### src/rtl/flit_sink_monitor.sv
// flit_sink_monitor: receive-side monitor for the {type, payload} flit stream.
// Tracks head/data/tail framing, counts packets and flits, accumulates payload
// toggle activity and records protocol violations in sticky error bits.
// Optional feature: define FLIT_SINK_TOGGLE_EN to build the toggle counter;
// otherwise toggle_cnt is tied to 0.
// Ports:
//   clk, rst_          clock, async active-low reset
//   idata/ivalid/ivch  flit {type, payload}, valid, virtual channel
//   clr                sync clear of counters, err and last_len
//   busy               1 while a packet is open
//   pkt_cnt, flit_cnt, toggle_cnt, last_len, cur_vch, err  statistics
module flit_sink_monitor #(
  parameter int unsigned DATAW = 64,
  parameter int unsigned TYPEW = 2,
  parameter int unsigned VCHW  = 2,
  parameter int unsigned CNTW  = 32,
  parameter int unsigned LENW  = 16
) (
  input  logic                   clk,
  input  logic                   rst_,
  input  logic [TYPEW+DATAW-1:0] idata,
  input  logic                   ivalid,
  input  logic [VCHW-1:0]        ivch,
  input  logic                   clr,
  output logic                   busy,
  output logic [CNTW-1:0]        pkt_cnt,
  output logic [CNTW-1:0]        flit_cnt,
  output logic [CNTW-1:0]        toggle_cnt,
  output logic [LENW-1:0]        last_len,
  output logic [VCHW-1:0]        cur_vch,
  output logic [3:0]             err
);

  localparam logic [TYPEW-1:0] T_NONE = TYPEW'(0);
  localparam logic [TYPEW-1:0] T_HEAD = TYPEW'(1);
  localparam logic [TYPEW-1:0] T_TAIL = TYPEW'(2);

  localparam logic [0:0] S_IDLE = 1'b0;
  localparam logic [0:0] S_BODY = 1'b1;

  logic [0:0]       r_state;
  logic [LENW-1:0]  r_len;

  logic [TYPEW-1:0] w_type;
  logic [0:0]       w_state_nxt;
  logic [LENW-1:0]  w_len_nxt;
  logic [LENW-1:0]  w_len_inc;
  logic [VCHW-1:0]  w_vch_nxt;
  logic [3:0]       w_err_set;
  logic             w_pkt_done;

  assign w_type    = idata[TYPEW+DATAW-1:DATAW];
  assign w_len_inc = (r_len == '1) ? r_len : r_len + LENW'(1);

  // Framing decode: next state, length, vch and error events for this flit
  always_comb begin
    w_state_nxt = r_state;
    w_len_nxt   = r_len;
    w_vch_nxt   = cur_vch;
    w_err_set   = 4'b0000;
    w_pkt_done  = 1'b0;
    if (ivalid) begin
      case (w_type)
        T_NONE: w_err_set[3] = 1'b1;
        T_HEAD: begin
          // A head inside an open packet abandons it and starts a new one
          if (r_state == S_BODY) w_err_set[1] = 1'b1;
          w_state_nxt = S_BODY;
          w_len_nxt   = LENW'(1);
          w_vch_nxt   = ivch;
        end
        default: begin
          if (r_state == S_IDLE) begin
            w_err_set[0] = 1'b1;
          end else begin
            if (ivch != cur_vch) w_err_set[2] = 1'b1;
            w_len_nxt = w_len_inc;
            if (w_type == T_TAIL) begin
              w_pkt_done  = 1'b1;
              w_state_nxt = S_IDLE;
            end
          end
        end
      endcase
    end
  end

  // FSM state and per-packet context; unaffected by clr
  always_ff @(posedge clk or negedge rst_) begin
    if (!rst_) begin
      r_state <= S_IDLE;
      r_len   <= '0;
      cur_vch <= '0;
      busy    <= 1'b0;
    end else begin
      r_state <= w_state_nxt;
      r_len   <= w_len_nxt;
      cur_vch <= w_vch_nxt;
      busy    <= (w_state_nxt == S_BODY);
    end
  end

  // Saturating statistics and sticky errors; clr wins over a same-cycle flit
  always_ff @(posedge clk or negedge rst_) begin
    if (!rst_) begin
      pkt_cnt  <= '0;
      flit_cnt <= '0;
      last_len <= '0;
      err      <= 4'b0000;
    end else if (clr) begin
      pkt_cnt  <= '0;
      flit_cnt <= '0;
      last_len <= '0;
      err      <= 4'b0000;
    end else begin
      if (ivalid && (flit_cnt != '1)) flit_cnt <= flit_cnt + CNTW'(1);
      if (w_pkt_done) begin
        last_len <= w_len_nxt;
        if (pkt_cnt != '1) pkt_cnt <= pkt_cnt + CNTW'(1);
      end
      err <= err | w_err_set;
    end
  end

`ifdef FLIT_SINK_TOGGLE_EN
  localparam int unsigned PCW  = $clog2(DATAW) + 1;
  localparam int unsigned SUMW = CNTW + 1;

  logic [DATAW-1:0] r_prev;
  logic [DATAW-1:0] w_diff;
  logic [PCW-1:0]   w_pop;
  logic [SUMW-1:0]  w_tog_sum;

  assign w_diff    = idata[DATAW-1:0] ^ r_prev;
  assign w_tog_sum = {1'b0, toggle_cnt} + SUMW'(w_pop);

  // Hamming distance between this payload and the previous valid payload
  always_comb begin
    w_pop = '0;
    for (int i = 0; i < DATAW; i++) w_pop = w_pop + PCW'(w_diff[i]);
  end

  // prev follows every valid flit, even when clr zeroes the count
  always_ff @(posedge clk or negedge rst_) begin
    if (!rst_) begin
      r_prev     <= '0;
      toggle_cnt <= '0;
    end else begin
      if (ivalid) r_prev <= idata[DATAW-1:0];
      if (clr) begin
        toggle_cnt <= '0;
      end else if (ivalid) begin
        toggle_cnt <= w_tog_sum[CNTW] ? '1 : w_tog_sum[CNTW-1:0];
      end
    end
  end
`else
  logic w_unused_payload;
  assign w_unused_payload = ^idata[DATAW-1:0];
  assign toggle_cnt       = '0;
`endif

endmodule

### config.mk
export PLATFORM = sky130hd
export DESIGN_NAME = flit_sink_monitor
export DESIGN_NICKNAME = d
export VERILOG_FILES = /design/src/rtl/flit_sink_monitor.sv
export SDC_FILE = /design/constraint.sdc
export NUM_CORES = 1
export LEC_CHECK = 0
export ABC_AREA = 1
export BUFFER_PORTS_ARGS = -buffer_cell sky130_fd_sc_hd__buf_4
export CORE_UTILIZATION = 57
export DETAILED_ROUTE_END_ITERATION = 8
export PLACE_DENSITY = 0.95
export SYNTH_ARGS = -nofsm -noshare
export SYNTH_HDL_FRONTEND = slang
export SYNTH_SLANG_ARGS = --single-unit
### constraint.sdc
create_clock -name clk -period 2.7 [get_ports clk]
set_input_delay 0.27 -clock clk [delete_from_list [all_inputs] [get_ports clk]]
set_output_delay 0.27 -clock clk [all_outputs]
set_load 0.005 [all_outputs]
Word-level counts from Yosys, hierarchy flattened

Index checks and enable logic that the tools add are counted.

Input bits: 72
Output and inout bits: 119
Register bits: 103

Equal/unequal tests: 6
Add/sub/neg operators: 3
Muxes and demuxes: 28
Bitwise operators: 2
Reductions and logical operators: 9

Operator list:

| cell                                                                   | count |
|---|---|
| 32-bit 2-to-1 mux                                                      | 5 |
| 16-bit 2-to-1 mux                                                      | 5 |
| 32-bit by 1-bit adder with 32-bit output (second input constant)       | 2 |
| 32-bit inequality test (second input constant)                         | 2 |
| 16-bit one-hot mux with 2 select lines                                 | 1 |
| 16-bit by 1-bit adder with 16-bit output (second input constant)       | 1 |
| 16-bit equality test (second input constant)                           | 1 |
| 1-bit 2-to-1 mux                                                       | 14 |
| 4-bit 2-to-1 mux                                                       | 2 |
| 2-bit AND reduction                                                    | 3 |
| 2-bit nonzero test                                                     | 3 |
| 4-bit bitwise OR                                                       | 1 |
| 2-bit by 1-bit equality test with 1-bit output (second input constant) | 1 |
| 2-bit equality test (second input constant)                            | 1 |
| 2-bit zero test                                                        | 1 |
| 2-bit inequality test                                                  | 1 |
| 1-bit one-hot mux with 2 select lines                                  | 1 |
| 2-bit OR reduction                                                     | 1 |
| 1-bit logical AND                                                      | 1 |
| 1-bit NOT                                                              | 1 |

Depth between registers and ports, before layout

Gate-level depths: netlist (run 1).

Depth after elaboration: 7
Mapped depth: 12

Worst setup path after synthesis (run 1)

OpenSTA, ideal clock, no wires.

Path kind: reg2reg
Start point: register flit_cnt[0]
End point: register flit_cnt[22]
Setup slack: 0.928 ns
Period minus slack after synthesis: 1.772 ns
Setup time: 0.119 ns
Arrival time: 1.653 ns
Data required time: 2.581 ns
Stages on the path, launching flop included: 13
Cell sequence: dfrtp_1 > ha_1 > buf_2 > nand3_2 > inv_2 > nand2_1 > nor2_2 > nand2_1 > nand2_4 > inv_2 > buf_2 > nand4_1 > nand2_1

Word-level cells in the longest chain between the ends: 3
Elaborated cells on any way between the ends: 6
Classes of those cells: add/sub (1); eq/ne (1); mux (2); reduce/logical (2)

RTL lines:

| element                                                                            | RTL line | source |
|---|---|---|
| start, declared                                                                    | 27       | `output logic [CNTW-1:0] flit_cnt,` |
| start signal, assigned                                                             | 116      | `if (ivalid && (flit_cnt != '1)) flit_cnt <= flit_cnt + CNTW'(1);` |
| 32-bit by 1-bit adder with 32-bit output or 32-bit inequality test (tied branches) | 116      |  |
| 32-bit 2-to-1 mux or 1-bit logical AND (tied branches)                             | 116      |  |
| 32-bit 2-to-1 mux or 2-bit nonzero test (tied branches)                            | n/a      |  |

Several ways; a longest one is shown, not always the timed one. The select of a mux whose other input is x is not followed.
A chain may end at the register's enable or synchronous reset.

Worst setup path in the final report (run 1)

Start point: register r_state
End point: register pkt_cnt[7]

Word-level cells in the longest chain between the ends: 5

RTL lines:

| element                       | RTL line | source |
|---|---|---|
| start, declared               | 41       | `logic [0:0] r_state;` |
| start signal, assigned        | 96       | `r_state <= w_state_nxt;` |
| 1-bit 2-to-1 mux              | 73       | `if (r_state == S_IDLE) begin` |
| 1-bit 2-to-1 mux              | 63       | `case (w_type)` |
| 1-bit 2-to-1 mux              | 62       | `if (ivalid) begin` |
| 2-bit nonzero test (no line)  | n/a      |  |
| 2-bit AND reduction (no line) | n/a      |  |
| end signal, assigned          | 119      | `if (pkt_cnt != '1) pkt_cnt <= pkt_cnt + CNTW'(1);` |
| end, declared                 | 26       | `output logic [CNTW-1:0] pkt_cnt,` |

Every way passes these cells.

==> metrics.txt, run 1 <==
status completed; final setup vio count 0; drt pass-1 iters 7; GRT Util Overall 0.307; layout cells sized above 1 0.137; sequential cell area fraction in the yosys report 0.393; final slew viol count 0; Setup crit end kind flip-flop; RSZ-0062 raised after global routing no; Cell Rows 38; simple-gate share of the synthesized area 0.394; synth-to-layout area growth 15.0%; CP startpoint kind flip-flop; H-tree lvl count 3; setup_tns 0 ps; Starting Density 0.595; worst hold path type in -> async; CP bufs+invs 2; gpl congestion 0.980; PwrDens 434 nW/um^2; Post-CTS Setup Inserts 0; CTS Sinks 103; Crit path max-delay family simple AND/OR/NAND/NOR gates; CORE AREA 11000 sq um; Skew-Pair Late Insertion Delay 350 ps; Final Skew 10.7 ps; Crit Path Max Fanout 28; Net Sw Frac 0.275; clock-pin slew on the worst setup and hold paths 80 ps; CTS tree yes; area leader, netlist dfrtp_1; port buffer count 94; Diodes inserted 0; post-synth top area share 0.393; DRC Markers 0; Post-Synth Adder-Cell Area 0.00572; top post-synthesis cells by area dfrtp_1 (39%), nand2_1 (19%), nand3_1 (6.5%), nor2_1 (5.7%), inv_1 (5.0%); wire length of the first global-routing pass 28.8 mm; maximum vdd drop 0.000285 V; Synth Register Bits 103; io pins 191; CTS Buf Count 9; Tcrit/Tclk final 0.841; Psw 900 uW; pin count of the biggest net entering global routing 74; ys async rst share 1.00; CP most frequent cell nand2_1; post-synthesis average cell area 6.80 sq um; Reg power frac 0.501; Die Height 109 um; worst path required time 2940 ps; main flop type after synthesis dfrtp_1; Worst-Margin Slew 897 ps; NumNets Final 1125; yosys warns 0; CTS Hold Buffers Added 0; grt ovf 0; Post-synth EDFFs 0; post-synthesis compound-gate area fraction 0.0746; routed vias 6570; worst-path cell chain nand2_1, nor3_1, nor2_2, inv_1, nand2_2, inv_1, nand2_1, nand2_1; Detail Route Antenna Nets 0; maxcap violations 0; die area 11900 sq um; Post-Syn Instances 964; DRT iter0 DRCs 659; placed wire-length estimate 12.6 mm; combinational family with the most area after synthesis simple AND/OR/NAND/NOR gates; post-synthesis mux area share 0; vias in the first global route 6013; wire per inst 14.5 um; Synth top cells by count nand2_1 (330), dfrtp_1 (103), nor2_1 (99), inv_1 (88), nand3_1 (85); post-synthesis cell area 6560 sq um; cell-internal power 2.37 mW; CP max stage cell nor2_2; Die W 109 um; clk root buf clkbuf_16; fill count 933; post-synthesis xor/xnor area fraction 0.0200; endpoints failing hold 0; WL final 17.4 mm; most frequent cell after synthesis nand2_1; Clock Path Buffers 2; clock group share of total power 0.408; Worst path max stage delay 550 ps; post-CTS sizing 0; Final min period 2270 ps; post-synth cell types 35; slew margin rel. 0.398; vias per std cell 5.50; antenna violations before repair 0; Core Util, Final 0.684; Arrival @ worst endpoint 2510 ps; Fmax achieved 0.440 GHz; logic gate share of total power 0.092; static leakage 3.60 nW; critical path type reg -> reg
worst paths after layout:
| path | end | cells after the start | start | slack, ps |
|---|---|---|---|---|
| min reg2reg | last_len[7]$_DFFE_PN0P_ | 2 | last_len[7]$_DFFE_PN0P_ | 490 |
| max reg2reg | pkt_cnt[7]$_DFFE_PN0P_ | 8 | r_state$_DFFE_PN0P_ | 430 |
| min | last_len[13]$_DFFE_PN0P_ | 1 | rst_ | 50 |
| max | pkt_cnt[7]$_DFFE_PN0P_ | 8 | r_state$_DFFE_PN0P_ | 430 |
| min in group clk | cur_vch[0]$_DFFE_PN0P_ | 3 | ivch[0] | 140 |
| max in group asynchronous | pkt_cnt[14]$_DFFE_PN0P_ | 2 | rst_ | 1910 |
flip-flops by register name, summed over array words and instances, names as in the netlist:
register,count
flit_cnt,32
pkt_cnt,32
last_len,16
r_len,16
err,4
cur_vch,2
r_state,1
logic make-up after synthesis:
group / after synthesis
buffers and inverters: 152
XOR/XNOR: 15
adder cells (fa/ha/maj): 3
AO/OA/AOI/OAI: 90
other: 1
AND/OR/NAND/NOR: 600
flip-flops: 103
cell usage in the layout, fill, tap and decap left out:
cell / instances
a21o_1: 1
a21oi_1: 8
a31oi_1: 1
and2_1: 4
buf_12: 1
buf_4: 99
clkbuf_16: 9
clkbuf_8: 2
clkinv_4: 3
conb_1: 32
dfrtp_1: 103
ha_1: 3
inv_1: 87
inv_2: 9
inv_8: 2
nand2_1: 330
nand2_2: 2
nand2_4: 2
nand3_1: 85
nand3_2: 1
nand3b_1: 3
nand4_1: 34
nor2_1: 99
nor2_2: 7
nor3_1: 25
nor3_2: 3
nor4_4: 1
o211ai_1: 2
o21a_1: 1
o21ai_0: 40
o21ai_1: 26
o21bai_1: 10
o31ai_1: 1
or2_2: 4
xnor2_1: 3
xor2_1: 12
metal layers:
layer,share of wire,GRT usage,vias to the layer above
met3,0.073,0.0371,48
met2,0.47,0.500,315
met5,0,0,-
li1,-,-,3206
met4,0.024,0.114,0
met1,0.43,0.421,3001
metrics by stage:
stage | setup slack, ps | power (mW) | hold WS (ps) | instance area (sq um) | cells
2_1_floorplan | 928 | 1.86 | -25.6 | 6680 | 995
3_3_place_gp | 383 | 1.95 | 457 | 7240 | 1179
3_5_place_dp | 347 | 1.96 | 465 | 7240 | 1179
4_1_cts | 391 | 3.28 | 97.1 | 7540 | 1195
5_1_grt | 198 | 3.40 | 138 | 7540 | 1195
6_report | 429 | 3.27 | 54.4 | 7540 | 1195
area by class of cell:
cell class,instances,area (sq um),share of cell area
multi-input combinational,740,3360,0.446
sequential,103,2580,0.342
timing repair buffer,100,763,0.101
inverter,96,360,0.0478
clock buffer,11,253,0.0335
tap,140,175,0.0232
clock inverter,5,48.8,0.00647
power groups by stage:
| stage | Combinational, mW | Sequential [mW] | Clock (mW) |
|---|---|---|---|
| global placement | 0.289 | 1.66 | 0 |
| CTS | 0.302 | 1.64 | 1.34 |
| global route | 0.344 | 1.64 | 1.41 |
| finish | 0.300 | 1.64 | 1.33 |
| floorplan | 0.211 | 1.65 | 0 |
| detailed placement | 0.296 | 1.67 | 0 |
(Power assumes the default switching activity.)
==> run 2, diff against run 1 <==
- ABC_AREA: 1 -> 0
- CORE_UTILIZATION: 57 -> 52
- PLACE_DENSITY: 0.95 -> 0.91
- clock period: 2.7 -> 2.3 ns (I/O delays scaled with it)
==> run 2 against run 1 <==
Compared with the run above:
- wire length decreased by 3.6%
- first-iteration DRC count rose by 5.8%
- critical endpoint is now pkt_cnt[30]$_DFFE_PN0P_
- die area fell by 0.91%
- non-clock buffer count up 66
- combinational power up 24%
- critical path depth is 3 lower
- synthesized cell count down 31%
- critical path type unchanged
- clock power increased by 24%
- count of clock-buffer cells in the layout shrank 2
- utilization is 0.35 points lower
==> metrics.txt, run 2 <==
WL final 16.7 mm (was 17.4 mm); Final Skew 3.66 ps (was 10.7 ps); port buffer count 94 (unchanged); Diodes inserted 0 (unchanged); drt pass-1 iters 5 (was 7); Worst-Margin Slew 572 ps (was 897 ps); RSZ-0062 raised after global routing yes (was no); post-synthesis xor/xnor area fraction 0.0369 (was 0.0200); Die W 109 um (about the same); clock-pin slew on the worst setup and hold paths 70 ps (was 80 ps); NumNets Final 881 (was 1125); CORE AREA 11000 sq um (about the same); most frequent cells in the layout buf_4 (162), dfrtp_1 (102), nor2_1 (74), nand2_1 (47), a21oi_1 (42) (was nand2_1 (330), dfrtp_1 (103), nor2_1 (99), buf_4 (99), inv_1 (87)); post-synthesis mux area share 0.0272 (was 0); most frequent cell after synthesis dfrtp_1 (was nand2_1); Detail Route Antenna Nets 0 (unchanged); wire length of the first global-routing pass 26.8 mm (was 28.8 mm); Final min period 2260 ps (was 2270 ps); clk root buf clkbuf_16 (unchanged); vias per std cell 6.12 (was 5.50); Fmax achieved 0.443 GHz (was 0.440 GHz); gpl congestion 0.920 (was 0.980); worst path required time 2590 ps (was 2940 ps); post-synth top area share 0.435 (was 0.393); Core Util, Final 0.680 (was 0.684); slew margin rel. 0.619 (was 0.398); most common cell after layout, fill and taps aside buf_4 (was nand2_1); CTS tree yes (unchanged); met3 WL 1.11 mm (was 1.26 mm); worst hold path type in -> reg (was in -> async); met1 WL 6.67 mm (was 7.53 mm); critical path type reg -> reg (unchanged); routed vias 5824 (was 6570); Skew-Pair Late Insertion Delay 350 ps (about the same); final setup vio count 0 (unchanged); sequential cell area fraction in the yosys report 0.435 (was 0.393); Die Height 109 um (about the same); fill count 823 (was 933); GRT Util Overall 0.289 (was 0.307); grt ovf 0 (unchanged); DRC Markers 0 (unchanged); endpoints failing hold 0 (unchanged); post-synthesis compound-gate area fraction 0.151 (was 0.0746); H-tree lvl count 3 (unchanged); post-synthesis average cell area 8.91 sq um (was 6.80 sq um); layout cells sized above 1 0.263 (was 0.137); pin count of the biggest net entering global routing 46 (was 74); ys async rst share 1.00 (unchanged); die area 11800 sq um (was 11900 sq um); post-synthesis cell area 5930 sq um (was 6560 sq um); area leader, netlist dfrtp_1 (unchanged); Post-synth EDFFs 0 (unchanged); DRT iter0 DRCs 697 (was 659); synth-to-layout area growth 26.0% (was 15.0%); static leakage 3.32 nW (was 3.60 nW); Synth top cells by count dfrtp_1 (103), nor2_1 (74), nand2_1 (47), a21oi_1 (43), nand3_1 (38) (was nand2_1 (330), dfrtp_1 (103), nor2_1 (99), inv_1 (88), nand3_1 (85)); setup_tns 0 ps (unchanged); maxcap violations 0 (unchanged); Post-Syn Instances 665 (was 964); Cell Rows 38 (unchanged); PwrDens 524 nW/um^2 (was 434 nW/um^2); maximum vdd drop 0.000343 V (was 0.000285 V); Crit Path Max Fanout 6 (was 28); area of all placed cells without fillers 7470 sq um (was 7540 sq um); wire per inst 17.6 um (was 14.5 um); CTS Sinks 103 (unchanged); yosys warns 0 (unchanged); wire length on met2 8.35 mm (was 8.14 mm); Setup crit end kind flip-flop (unchanged); Post-Synth Adder-Cell Area 0.00633 (was 0.00572); vias in the first global route 5666 (was 6013); Tcrit/Tclk final 0.981 (was 0.841); status completed (unchanged); CTS Buf Count 9 (unchanged); Clock Path Buffers 2 (unchanged); Starting Density 0.540 (was 0.595); antenna violations before repair 0 (unchanged); combinational family with the most area after synthesis simple AND/OR/NAND/NOR gates (unchanged); CP startpoint kind flip-flop (unchanged); Top Layer Used met4 (unchanged); post-synth cell types 62 (was 35); Post-CTS Setup Inserts 0 (unchanged); Arrival @ worst endpoint 2550 ps (was 2510 ps); top post-synthesis cells by area dfrtp_1 (43%), nor2_1 (4.7%), buf_4 (4.1%), a21oi_1 (3.6%), nand3_1 (3.2%) (was dfrtp_1 (39%), nand2_1 (19%), nand3_1 (6.5%), nor2_1 (5.7%), inv_1 (5.0%)); simple-gate share of the synthesized area 0.267 (was 0.394); main flop type after synthesis dfrtp_1 (unchanged); placed wire-length estimate 11.7 mm (was 12.6 mm); final slew viol count 0 (unchanged); Placed Area 7110 sq um (was 7240 sq um); io pins 191 (unchanged); Synth Register Bits 103 (unchanged); Largest regs flit_cnt x32, pkt_cnt x32 (unchanged)
## run 2: cell types whose count changed after synthesis, moves of 23 or more
cell     delta
o21ai_1    -23
nand3_1    -47
nor2_1     -25
nand2_1   -283
a21oi_1    +35
inv_1      -69
## run 2: per-stage QoR
| stage | instances | hold WS, ps | power [mW] | worst slack, ps |
|---|---|---|---|---|
| 4_1_cts | 951 | 68.4 | 3.93 | 5.16 |
| 2_1_floorplan | 696 | -65.6 | 2.14 | 26.1 |
| 3_3_place_gp | 934 | 242 | 2.27 | 89.5 |
| 5_1_grt | 951 | 104 | 4.05 | -6.17 |
| 3_5_place_dp | 934 | 248 | 2.29 | 32.3 |
| 6_report | 951 | 79.2 | 3.91 | 44.5 |
## run 2: layout make-up
type | instances | area, sq um | share of cell area
Clock buffer | 9 | 225 | 0.0301
Clock inverter | 7 | 87.6 | 0.0117
Inverter | 19 | 71.3 | 0.00955
Multi-Input combinational cell | 507 | 3050 | 0.408
Sequential cell | 103 | 2580 | 0.345
Tap cell | 140 | 175 | 0.0234
Timing Repair Buffer | 166 | 1290 | 0.172
## run 2: path summary, 6_finish.rpt
check,start,to,slack (ps),cells after the start
max reg2reg,pkt_cnt[8]$_DFFE_PN0P_,pkt_cnt[30]$_DFFE_PN0P_,40,5
min,ivch[1],cur_vch[1]$_DFFE_PN0P_,80,3
min reg2reg,err[0]$_DFF_PN0_,err[0]$_DFF_PN0_,510,2
min in group asynchronous,rst_,flit_cnt[26]$_DFFE_PN0P_,400,2
max in group asynchronous,rst_,r_len[11]$_DFF_PN0_,1270,3
max,pkt_cnt[8]$_DFFE_PN0P_,pkt_cnt[30]$_DFFE_PN0P_,40,5
## run 2: cells by family (layout without fill, tap and decap cells)
| logic type | Yosys count | after routing |
|---|---|---|
| compound gates | 137 | 137 |
| xor+xnor | 25 | 25 |
| fa+ha+maj | 3 | 3 |
| buf+inv | 86 | 201 |
| flops | 103 | 103 |
| mux | 15 | 15 |
| other cells | 1 | 32 |
| simple gates | 295 | 295 |
## run 2: repair_timing
| action | in CTS | in global routing |
|---|---|---|
| endpoints found under the hold margin | 34 | 0 |
| setup endpoints to repair | 0 | 15 |
| hold buffers | 1 | 0 |
| gates resized for setup | 0 | 9 |
## run 2: where the power goes
| group | switching, mW | leakage [nW] | internal [mW] |
|---|---|---|---|
| Combinational | 0.231 | 1.75 | 0.141 |
| Sequential | 0.0394 | 1.42 | 1.85 |
| Clock | 0.702 | 0.155 | 0.947 |
| Total | 0.973 | 3.32 | 2.94 |
## run 2: critical path: stages (launching register included)
cell and delay [ps]:
dfrtp_1 410, nand4_4 110, or4_4 610, or4b_4 560, or4_1 420, nand2_1 90
## run 2: metal layers
metal,global-route usage,vias to the layer above
met4,0.147,0
met2,0.470,293
met5,0,-
met3,0.0562,62
li1,-,2658
met1,0.366,2811
